File: config.mk
export PLATFORM = sky130hd
export DESIGN_NAME = asid_tlb
export DESIGN_NICKNAME = d
export VERILOG_FILES = /design/src/rtl/tlb_pkg.sv /design/src/rtl/tlb_victim_sel.sv /design/src/rtl/asid_tlb.sv
export SDC_FILE = /design/constraint.sdc
export NUM_CORES = 2
export LEC_CHECK = 0
export ABC_CLOCK_PERIOD_IN_PS = 38500
export CAP_MARGIN = 20
export CORE_ASPECT_RATIO = 0.6
export CORE_MARGIN = 2
export CORE_UTILIZATION = 60
export CTS_BUF_LIST = sky130_fd_sc_hd__clkbuf_4
export DETAILED_ROUTE_END_ITERATION = 10
export PLACE_DENSITY = 0.79
export SETUP_SLACK_MARGIN = 0.4
export SLEW_MARGIN = 20
export SYNTH_ARGS = -nofsm -noshare
export SYNTH_HDL_FRONTEND = slang
export SYNTH_SLANG_ARGS = --single-unit
File: constraint.sdc
create_clock -name clk -period 38.5 [get_ports clk]
set_clock_uncertainty 0.15 [all_clocks]
set_input_delay 7.7 -clock clk [delete_from_list [all_inputs] [get_ports clk]]
set_output_delay 7.7 -clock clk [all_outputs]
set_load 0.05 [all_outputs]
File: src/rtl/tlb_pkg.sv
// tlb_pkg: shared types and default sizing for the ASID-tagged TLB.
//
// Contents:
//   - DEF_* width constants (the default build of asid_tlb)
//   - tlb_state_e : walker handshake FSM states (IDLE, WAIT)
//   - tlb_entry_t : one translation entry at the default widths
//   - idx_width() : index width for an entry count (at least 1 bit)
package tlb_pkg;

  localparam int DEF_VA_WIDTH          = 32;
  localparam int DEF_PAGE_OFFSET_WIDTH = 12;
  localparam int DEF_PPN_WIDTH         = 20;
  localparam int DEF_NUM_ENTRIES       = 16;
  localparam int DEF_ASID_WIDTH        = 8;
  localparam int DEF_VPN_WIDTH         = DEF_VA_WIDTH - DEF_PAGE_OFFSET_WIDTH;

  typedef enum logic {
    IDLE = 1'b0,
    WAIT = 1'b1
  } tlb_state_e;

  typedef struct packed {
    logic [DEF_VPN_WIDTH-1:0]  vpn;
    logic [DEF_ASID_WIDTH-1:0] asid;
    logic [DEF_PPN_WIDTH-1:0]  ppn;
    logic                      writable;
    logic                      valid;
  } tlb_entry_t;

  // Index width for n entries; a single-entry array still needs one bit.
  function automatic int idx_width(input int n);
    return (n <= 1) ? 1 : $clog2(n);
  endfunction

endpackage

File: src/rtl/tlb_victim_sel.sv
// tlb_victim_sel: picks the entry that the next page-table fill overwrites.
//
// The lowest invalid entry is preferred. When every entry is valid, a
// round-robin pointer names the victim, and that pointer only moves on when
// a fill actually consumed it.
//
// Ports:
//   clk, rst    clock and asynchronous active-high reset
//   valid_vec   valid bit of every entry
//   advance     a fill is being written this cycle at victim_idx
//   victim_idx  index the next fill writes
module tlb_victim_sel
  import tlb_pkg::*;
#(
  parameter int NUM_ENTRIES = DEF_NUM_ENTRIES
) (
  input  logic                                clk,
  input  logic                                rst,
  input  logic [NUM_ENTRIES-1:0]              valid_vec,
  input  logic                                advance,
  output logic [idx_width(NUM_ENTRIES)-1:0]   victim_idx
);

  localparam int IDX_WIDTH = idx_width(NUM_ENTRIES);

  logic [IDX_WIDTH-1:0] rr_ptr;
  logic [IDX_WIDTH-1:0] free_idx;
  logic                 free_found;

  // Find-first-invalid: walking downwards leaves the lowest free index.
  always_comb begin
    free_found = 1'b0;
    free_idx   = '0;
    for (int i = NUM_ENTRIES - 1; i >= 0; i--) begin
      if (!valid_vec[i]) begin
        free_found = 1'b1;
        free_idx   = IDX_WIDTH'(i);
      end
    end
  end

  assign victim_idx = free_found ? free_idx : rr_ptr;

  // The pointer wraps naturally because NUM_ENTRIES is a power of two.
  // Fills that land in a free slot leave it alone.
  always_ff @(posedge clk or posedge rst) begin
    if (rst) begin
      rr_ptr <= '0;
    end else if (advance && !free_found) begin
      rr_ptr <= rr_ptr + IDX_WIDTH'(1);
    end
  end

endmodule

File: src/rtl/asid_tlb.sv
// asid_tlb: fully associative, ASID-tagged translation buffer for one stage
// port, with write-permission checking and a request/response handshake to
// the shared page-table walker.
//
// Optional feature: define TLB_PERF_CNT_EN to build the hit/miss counters;
// without it perf_hits/perf_misses are tied to 0.
//
// Ports:
//   clk, rst                    clock, asynchronous active-high reset
//   lookup_valid, va_in,        translation request (va_in held while stall)
//   asid_in, is_store, admin    ASID, store access, bypass mode
//   ppn_out, hit, stall, fault  translation result to the stage
//   ptw_req, ptw_va, ptw_asid   walk request (held until response)
//   ptw_valid, ptw_ppn,         walk response
//   ptw_writable, ptw_fault
//   flush_all, flush_asid,      invalidation controls
//   flush_asid_val
//   perf_hits, perf_misses      performance counters
module asid_tlb
  import tlb_pkg::*;
#(
  parameter int VA_WIDTH          = DEF_VA_WIDTH,
  parameter int PAGE_OFFSET_WIDTH = DEF_PAGE_OFFSET_WIDTH,
  parameter int PPN_WIDTH         = DEF_PPN_WIDTH,
  parameter int NUM_ENTRIES       = DEF_NUM_ENTRIES,
  parameter int ASID_WIDTH        = DEF_ASID_WIDTH
) (
  input  logic                  clk,
  input  logic                  rst,
  input  logic                  lookup_valid,
  input  logic [VA_WIDTH-1:0]   va_in,
  input  logic [ASID_WIDTH-1:0] asid_in,
  input  logic                  is_store,
  input  logic                  admin,
  output logic [PPN_WIDTH-1:0]  ppn_out,
  output logic                  hit,
  output logic                  stall,
  output logic                  fault,
  output logic                  ptw_req,
  output logic [VA_WIDTH-1:0]   ptw_va,
  output logic [ASID_WIDTH-1:0] ptw_asid,
  input  logic                  ptw_valid,
  input  logic [PPN_WIDTH-1:0]  ptw_ppn,
  input  logic                  ptw_writable,
  input  logic                  ptw_fault,
  input  logic                  flush_all,
  input  logic                  flush_asid,
  input  logic [ASID_WIDTH-1:0] flush_asid_val,
  output logic [31:0]           perf_hits,
  output logic [31:0]           perf_misses
);

  localparam int VPN_WIDTH = VA_WIDTH - PAGE_OFFSET_WIDTH;
  localparam int IDX_WIDTH = idx_width(NUM_ENTRIES);

  // Same layout as tlb_entry_t, sized by this instance's parameters.
  typedef struct packed {
    logic [VPN_WIDTH-1:0]  vpn;
    logic [ASID_WIDTH-1:0] asid;
    logic [PPN_WIDTH-1:0]  ppn;
    logic                  writable;
    logic                  valid;
  } entry_t;

  entry_t entries      [NUM_ENTRIES];
  entry_t entries_next [NUM_ENTRIES];

  tlb_state_e state, state_next;

  logic [VA_WIDTH-1:0]   walk_va;
  logic [ASID_WIDTH-1:0] walk_asid;
  logic                  kill_q;
  logic                  walk_fault_q;

  logic [VPN_WIDTH-1:0]   req_vpn;
  logic                   match_found;
  logic [IDX_WIDTH-1:0]   match_idx;
  logic [NUM_ENTRIES-1:0] valid_vec;
  logic [IDX_WIDTH-1:0]   victim_idx;

  logic perm_fault;
  logic start_walk;
  logic fill;

  assign req_vpn = va_in[VA_WIDTH-1:PAGE_OFFSET_WIDTH];

  // Associative match across all entries; descending scan so the lowest
  // matching index is the one reported.
  always_comb begin
    match_found = 1'b0;
    match_idx   = '0;
    for (int i = NUM_ENTRIES - 1; i >= 0; i--) begin
      if (entries[i].valid && entries[i].vpn == req_vpn && entries[i].asid == asid_in) begin
        match_found = 1'b1;
        match_idx   = IDX_WIDTH'(i);
      end
    end
  end

  always_comb begin
    for (int i = 0; i < NUM_ENTRIES; i++) begin
      valid_vec[i] = entries[i].valid;
    end
  end

  tlb_victim_sel #(
    .NUM_ENTRIES (NUM_ENTRIES)
  ) u_victim_sel (
    .clk        (clk),
    .rst        (rst),
    .valid_vec  (valid_vec),
    .advance    (fill),
    .victim_idx (victim_idx)
  );

  // Next-state and stage-facing outputs. In the cycle that carries a
  // registered walk-fault pulse the lookup is held off, so the stage sees
  // only the fault and no fresh walk is launched for the same request.
  always_comb begin
    state_next = state;
    hit        = 1'b0;
    stall      = 1'b0;
    perm_fault = 1'b0;
    ppn_out    = '0;
    start_walk = 1'b0;
    fill       = 1'b0;
    case (state)
      IDLE: begin
        if (admin) begin
          ppn_out = va_in[PPN_WIDTH-1:0];
          hit     = lookup_valid;
        end else if (walk_fault_q) begin
          hit = 1'b0;
        end else if (lookup_valid) begin
          if (match_found) begin
            if (!is_store || entries[match_idx].writable) begin
              hit     = 1'b1;
              ppn_out = entries[match_idx].ppn;
            end else begin
              perm_fault = 1'b1;
            end
          end else begin
            stall      = 1'b1;
            start_walk = 1'b1;
            state_next = WAIT;
          end
        end
      end
      WAIT: begin
        stall = 1'b1;
        if (ptw_valid) begin
          fill       = !ptw_fault && !kill_q;
          state_next = IDLE;
        end
      end
      default: state_next = IDLE;
    endcase
  end

  assign fault    = perm_fault | walk_fault_q;
  assign ptw_req  = (state == WAIT);
  assign ptw_va   = walk_va;
  assign ptw_asid = walk_asid;

  // FSM register plus the walk context. A flush seen while waiting marks the
  // walk as stale so its response is swallowed; a walk fault becomes a
  // one-cycle pulse in the IDLE cycle that follows the response.
  always_ff @(posedge clk or posedge rst) begin
    if (rst) begin
      state        <= IDLE;
      walk_va      <= '0;
      walk_asid    <= '0;
      kill_q       <= 1'b0;
      walk_fault_q <= 1'b0;
    end else begin
      state        <= state_next;
      walk_fault_q <= (state == WAIT) && ptw_valid && ptw_fault && !kill_q;
      if (start_walk) begin
        walk_va   <= va_in;
        walk_asid <= asid_in;
        kill_q    <= 1'b0;
      end else if (state == WAIT) begin
        if (ptw_valid) begin
          kill_q <= 1'b0;
        end else if (flush_all || flush_asid) begin
          kill_q <= 1'b1;
        end
      end
    end
  end

  // Entry update: the fill lands first and the flush is applied on top, so
  // a fill that coincides with a matching flush is left invalid.
  always_comb begin
    entries_next = entries;
    if (fill) begin
      entries_next[victim_idx].vpn      = walk_va[VA_WIDTH-1:PAGE_OFFSET_WIDTH];
      entries_next[victim_idx].asid     = walk_asid;
      entries_next[victim_idx].ppn      = ptw_ppn;
      entries_next[victim_idx].writable = ptw_writable;
      entries_next[victim_idx].valid    = 1'b1;
    end
    for (int i = 0; i < NUM_ENTRIES; i++) begin
      if (flush_all || (flush_asid && entries_next[i].asid == flush_asid_val)) begin
        entries_next[i].valid = 1'b0;
      end
    end
  end

  // Entry storage; reset clears every field so valid bits start at 0.
  always_ff @(posedge clk or posedge rst) begin
    if (rst) begin
      for (int i = 0; i < NUM_ENTRIES; i++) begin
        entries[i] <= '0;
      end
    end else begin
      entries <= entries_next;
    end
  end

`ifdef TLB_PERF_CNT_EN
  logic [31:0] hit_cnt;
  logic [31:0] miss_cnt;
  logic        hit_event;

  // hit is only raised in IDLE; excluding admin leaves genuine lookups.
  assign hit_event = hit && !admin;

  // Free-running wrap-around counters of lookup hits and walk launches.
  always_ff @(posedge clk or posedge rst) begin
    if (rst) begin
      hit_cnt  <= '0;
      miss_cnt <= '0;
    end else begin
      if (hit_event) begin
        hit_cnt <= hit_cnt + 32'd1;
      end
      if (start_walk) begin
        miss_cnt <= miss_cnt + 32'd1;
      end
    end
  end

  assign perf_hits   = hit_cnt;
  assign perf_misses = miss_cnt;
`else
  assign perf_hits   = '0;
  assign perf_misses = '0;
`endif

endmodule

; Yosys cells after proc, flatten, opt, wreduce, memory -nomap -nowiden
; Index checks and enable logic that the tools add are counted.
[totals]
ff_bits = 847
input_bits = 78
output_inout_bits = 128
word_cells = 369
[op_classes]
add_sub_neg = 1
order_cmp = 3
n_eq_ne = 48
mux = 132
n_bitwise = 4
n_reduce_logical = 95
[ops]
columns = cell, count
row1 = 800-bit bitwise mux, 5
row2 = 50-bit demux with 4-bit select, 5
row3 = 780-bit 2-to-1 mux, 1
row4 = 20-bit == test, 16
row5 = 8-bit == test, 32
row6 = 50-bit binary-select mux with 4-bit select, 1
row7 = 4-bit 2-to-1 mux, 33
row8 = 20-bit 2-to-1 mux, 6
row9 = 1-bit 2-to-1 mux, 73
row10 = 22-bit 2-to-1 mux, 3
row11 = 1-bit logical AND, 54
row12 = 50-bit 2-to-1 mux, 1
row13 = 2-bit nonzero test, 17
row14 = 30-bit 2-to-1 mux, 1
row15 = 1-bit logical OR, 18
row16 = 5-bit greater-or-equal comparator (second input constant), 2
row17 = 4-bit inverter with 5-bit output, 2
row18 = 5-bit by 1-bit less-than comparator with 1-bit output (second input constant), 1
row19 = 4-bit by 1-bit adder with 4-bit output (second input constant), 1
row20 = 1-bit zero test, 4
row21 = 1-bit one-hot mux with 2 select lines, 2
row22 = 3-bit nonzero test, 1
row23 = 2-bit 2-to-1 mux, 1
row24 = 2-bit AND reduction, 1
row25 = other kinds (2), 2

; Logic depth before layout (Yosys ltp)
[depth]
depth_word = 32
ltp_mapped = 18
ltp_nobuf = 12

; Hierarchy
; A second synthesis with hierarchy kept.
[hier_totals]
hier_cells = 3664
hier_area_um2 = 43908.4
[by_module_without_submodules]
columns = mod, n_inst, cells_each, area_each_um2
row1 = asid_tlb, 1, 3614, 43525.5
row2 = tlb_victim_sel, 1, 50, 382.9

; Worst setup path after synthesis
; OpenSTA, ideal clock, no wires.
[synth_path]
kind = input to output
startpoint = input va_in[25]
endpoint = output hit
arrival_ns = 11.642
slack_ns = 19.008
path_stages = 13
n_path_buf = 1
path_cell_list = buf_2 xnor2_1 nand4_1 or4_1 or4_1 o211ai_2 a31oi_2 o21a_2 mux2i_1 and3_1 nor4_2 a21oi_4 o31ai_1
[synth_via]
elab_chain_cells = 30
word_cells_on_any_way = 91
classes_between = eq/ne: 16 / mux: 41 / bitwise: 1 / reduce/logical: 33
[synth_rtl]
columns = element, line
row1 = from (decl), asid_tlb.sv:31  ; input logic [VA_WIDTH-1:0] va_in,
row2 = 20-bit == test, asid_tlb.sv:93  ; if (entries[i].valid && entries[i].vpn == req_vpn && entries[i].asid == asid_in) begin
row3 = 1-bit logical AND (2 in series), asid_tlb.sv:93
row4 = 4-bit 2-to-1 mux (16 in series), asid_tlb.sv:93
row5 = 4-bit inverter with 5-bit output (implied by the code), asid_tlb.sv:136  ; if (!is_store || entries[match_idx].writable) begin
row6 = 50-bit binary-select mux with 4-bit select, asid_tlb.sv:136
row7 = 22-bit 2-to-1 mux (2 in series), --
row8 = 1-bit logical OR, asid_tlb.sv:136
row9 = 1-bit 2-to-1 mux, asid_tlb.sv:136
row10 = 1-bit 2-to-1 mux *, asid_tlb.sv:135  ; if (match_found) begin
row11 = 1-bit 2-to-1 mux *, asid_tlb.sv:134  ; end else if (lookup_valid) begin
row12 = 1-bit 2-to-1 mux *, asid_tlb.sv:132  ; end else if (walk_fault_q) begin
row13 = 1-bit 2-to-1 mux *, asid_tlb.sv:129  ; if (admin) begin
row14 = 1-bit 2-to-1 mux *, asid_tlb.sv:127  ; case (state)
row15 = to (decl), asid_tlb.sv:36  ; output logic hit,
; Mark *: on every way between the ends. The rest lies on a longest branch, timed or not. The select of a mux whose other input is x is not followed.

; Worst setup path in the final report
[layout_path]
startpoint = input asid_in[1]
endpoint = output fault
[layout_via]
elab_chain_cells = 30
word_cells_on_any_way = 76
classes_between = eq/ne: 16 / mux: 41 / bitwise: 2 / reduce/logical: 17
[layout_rtl]
columns = element, line
row1 = from (decl), asid_tlb.sv:32  ; input logic [ASID_WIDTH-1:0] asid_in,
row2 = 8-bit == test, asid_tlb.sv:93
row3 = 1-bit logical AND, asid_tlb.sv:93
row4 = 4-bit 2-to-1 mux (16 in series), asid_tlb.sv:93
row5 = 4-bit inverter with 5-bit output (implied by the code), asid_tlb.sv:136
row6 = 50-bit binary-select mux with 4-bit select, asid_tlb.sv:136
row7 = 22-bit 2-to-1 mux (2 in series), --
row8 = 1-bit logical OR, asid_tlb.sv:136
row9 = 1-bit 2-to-1 mux, asid_tlb.sv:136
row10 = 1-bit 2-to-1 mux *, asid_tlb.sv:135
row11 = 1-bit 2-to-1 mux *, asid_tlb.sv:134
row12 = 1-bit 2-to-1 mux *, asid_tlb.sv:132
row13 = 1-bit 2-to-1 mux *, asid_tlb.sv:129
row14 = 1-bit 2-to-1 mux *, asid_tlb.sv:127
row15 = 1-bit bitwise OR *, asid_tlb.sv:160  ; assign fault = perm_fault | walk_fault_q;
row16 = to (decl), asid_tlb.sv:38  ; output logic fault,
; Marked as above.

==> results.yml <==
outcome:
  status: "finished clean"
logic_synthesis:
  yosysTopAreaCellShare_pct: 47.1
  synth_fa_ha_area_share_pct: 0.0278
  synth.yosys.seq_area_share_pct: 47.1
  synth_compound_area_share_pct: 5.76
  yosys.area_share.simple_pct: 10.6
  synth_top_family_by_area: "multiplexers"
  synth.distinct_cells: 91
  syn_avg_cell_area_um2: 11.4
  synth_xor_area_share_pct: 9.98
  muxShareOfSynthArea_pct: 22.2
  synthTopCellsByArea: "dfrtp_1, mux2_2, xnor2_1"
  synth_edf_count: 0
  synthFlopType: "dfrtp_1"
  async_flop_share_pct: 100
  syn_area_um2: 45000
  yosysTopAreaCell: "dfrtp_1"
  synth_seq_cells: 847
  ys.warnings.count: 0
  synthCells: 3955
cells_and_area:
  drive_gt1_share_pct: 30.3
  final_cells: 5257
  area_growth_pct: 10.1
  final_util_pct: 67.1
  fillers: 5585
  nets: 4191
clock_tree:
  htree_levels: 4
  cts_tree: "yes"
  cts.clk_slew.worst_paths_ps: 80
  postCtsHoldBufs: 0
  cts_buffers: 194
  insertion_delay_ps: 1130
  cts_root_buf: "clkbuf_4"
  cts.sinks: 847
  post_cts_buffers: 0
  clk_path_buf_depth: 3
  cts_resized: 0
route:
  dr.first_iter.drc_count: 5031
  final_antenna_net_count: 0
  vias: 35100
  wl_um: 159000
  firstDrtPassIters: 9
  via_per_inst: 6.68
  wl_per_cell_um: 30.2
  drcViolationCount: 0
floorplanning:
  fp.dieW_um: 358
  die_area_um2: 77300
  start_util_pct: 60.9
  die_height_um: 216
  num_rows: 77
  core_um2: 73900
  ios: 206
power_and_ir_drop:
  power_mw: 2.40
  p_leak_nw: 22.6
  ir_drop_v: 0.0000589
  powerDensity_nw_per_um2: 48.4
grt:
  grtUsageMet3_pct: 24.9
  met1_usage_pct: 59.4
  gr-usage-all-layers_pct: 41.2
  grt_pass1_vias: 33400
  use_met2_pct: 50.2
  antenna_found_initial: 6
  grt_max_degree: 167
  grt-busiest-layer: "met1"
  grt.overflow.total: 0
  grt_pass1_wl_um: 230000
critical_path:
  rr_worst_depth: 12
  cp_max_fo: 63
  cp.arrival_ps: 14990
  crit_type: "in -> out"
  critPathBufInv: 3
  cpPeakStageDelay_ps: 1000
  cpMaxStageDelayCell: "nor4_2"
  r2r-end: "ptw_va[23]$_DFFE_PP0P_"
  r2r_slack_ps: 32210
  path_cells: "clkdlybuf4s50_1 > buf_4 > xnor2_1 > nand4_1 > nor4_2 > nand4_1 > nand4_1 > a211o_4 > nand2_4 > nor3b_1 > o31ai_1 > a21o_1 > a21oi_4 > a21o_1 > clkdlybuf4s50_1"
  path_delay_family: "simple AND/OR/NAND/NOR gates"
  rr_startpoint: "entries[773]$_DFF_PP0_"
  crit_top_cell: "nand4_1"
  worst_setup_path_start_kind: "input port"
  cp-end-kind: "primary output"
  cp.depth: 15
  cp.required_ps: 30650
place:
  hpwl_um: 103000
  port_buffers: 141
  dpl.cell_count: 4903
  place_congestion: 1.09
sta:
  tightest_slew_ps: 1250
  finalSetupTns_ps: 0
  rsz0062_at_grt: "false"
  drv_slew: 0
  min_period_ps: 22840
  hold_violations: 0
  final-setup-viol-count: 0
  min_period_over_period_pct: 59.3
  fmax_mhz: 43.8
  slew-limit-headroom_pct: 16.4
min_path:
  holdPathStages: 2
  holdCritPathClass: "reg -> reg"
  holdPathEnd: "entries[11]$_DFFE_PP0P_"
  hp-start: "entries[11]$_DFFE_PP0P_"
job:
  drv_cap: 0
[where the power goes]
part	switching, mW	internal (mW)	total [mW]
registers	0.0517	0.954	1.01
logic	0.469	0.188	0.657
clock network	0.379	0.356	0.734
[metrics by stage]
step / area, um2 / setup WS (ps) / hold WS (ps)
after floorplan: 45200 / 6850 / 290
after global placement: 47000 / 15820 / 309
after detailed placement: 47000 / 16390 / 315
after CTS: 49500 / 16350 / 336
after global routing: 49500 / 15720 / 355
final: 49600 / 15660 / 335
[worst register-to-register path, stage by stage (launching register included)]
cell and delay [ps]:
dfrtp_1 400, xnor2_1 480, nand4_1 500, nor4_2 1000
nand4_1 510, and2_1 370, and3_1 230, nand2_1 130
nor3_1 150, nor3b_1 220, nand3b_1 790, buf_4 710
mux2_2 500
[Yosys cell counts (26+ instances only)]
| master | instances |
|---|---|
| a21oi_1 | 67 |
| buf_1 | 37 |
| buf_2 | 80 |
| buf_4 | 74 |
| clkbuf_1 | 149 |
| dfrtp_1 | 847 |
| inv_1 | 26 |
| mux2_2 | 804 |
| mux2i_1 | 86 |
| nand2_1 | 380 |
| nand3_1 | 52 |
| nand4_1 | 156 |
| nor2_1 | 60 |
| nor3_1 | 33 |
| nor4_1 | 94 |
| o211ai_1 | 26 |
| o21ai_0 | 66 |
| o22ai_1 | 27 |
| o31ai_1 | 30 |
| xnor2_1 | 373 |
| xor2_1 | 140 |
[placed cells by master, fill, tap and decap left out, types with 25 or more instances in the layout]
master and count:
dfrtp_1 847, mux2_2 804, nand2_1 376, xnor2_1 372
clkbuf_4 288, nand4_1 156, xor2_1 140, clkdlybuf4s50_1 139
buf_4 105, nor4_1 92, mux2i_1 86, a21oi_1 67
o21ai_0 66, conb_1 64, nor2_1 55, nand3_1 52
clkinv_1 42, nor3_1 32, o31ai_1 30, o22ai_1 27
o211ai_1 26, inv_1 25
[final cells by class]
| class | instances | area [um2] | area share [%] |
|---|---|---|---|
| Inverter | 30 | 120 | 0.242 |
| Tap cell | 987 | 1230 | 2.49 |
| Sequential cell | 847 | 21200 | 42.8 |
| Clock buffer | 288 | 2160 | 4.36 |
| Clock inverter | 57 | 302 | 0.609 |
| Multi-Input combinational cell | 2790 | 22300 | 45.0 |
| Antenna cell | 9 | 22.5 | 0.0455 |
| Timing Repair Buffer | 249 | 2230 | 4.50 |
[sequential cells by signal, summed over array words and instances, names as in the netlist]
signal / count
ptw_asid: 8
ptw_req: 1
kill_q: 1
walk_fault_q: 1
entries: 800
ptw_va: 32
u_victim_sel.rr_ptr: 4
[cell families (layout without fill, tap and decap cells)]
| kind of cell | count (synthesis) | count (layout) |
|---|---|---|
| flops | 847 | 847 |
| compound gates | 384 | 384 |
| xor+xnor | 513 | 513 |
| mux | 898 | 898 |
| other cells | 1 | 73 |
| buf+inv | 381 | 624 |
| fa+ha+maj | 1 | 1 |
| simple gates | 930 | 930 |
[worst max path at each step]
| stage | from | slack [ps] | endpoint |
|---|---|---|---|
| global route | asid_in[1] | 15720 | fault |
| global placement | asid_in[1] | 15820 | ppn_out[5] |
| floorplan | rst | 6850 | entries[0]$_DFFE_PP0P_ |
| detailed placement | asid_in[1] | 16390 | ppn_out[19] |
| finish | asid_in[1] | 15660 | fault |
| CTS | asid_in[1] | 16350 | ppn_out[19] |
[per-layer routing]
metal,wire length [um],up-vias
li1,-,14400
met1,64900,17600
met2,58800,2720
met3,29500,447
met4,5160,8
met5,452,-
No activity file was read; power rests on OpenSTA's default activity.
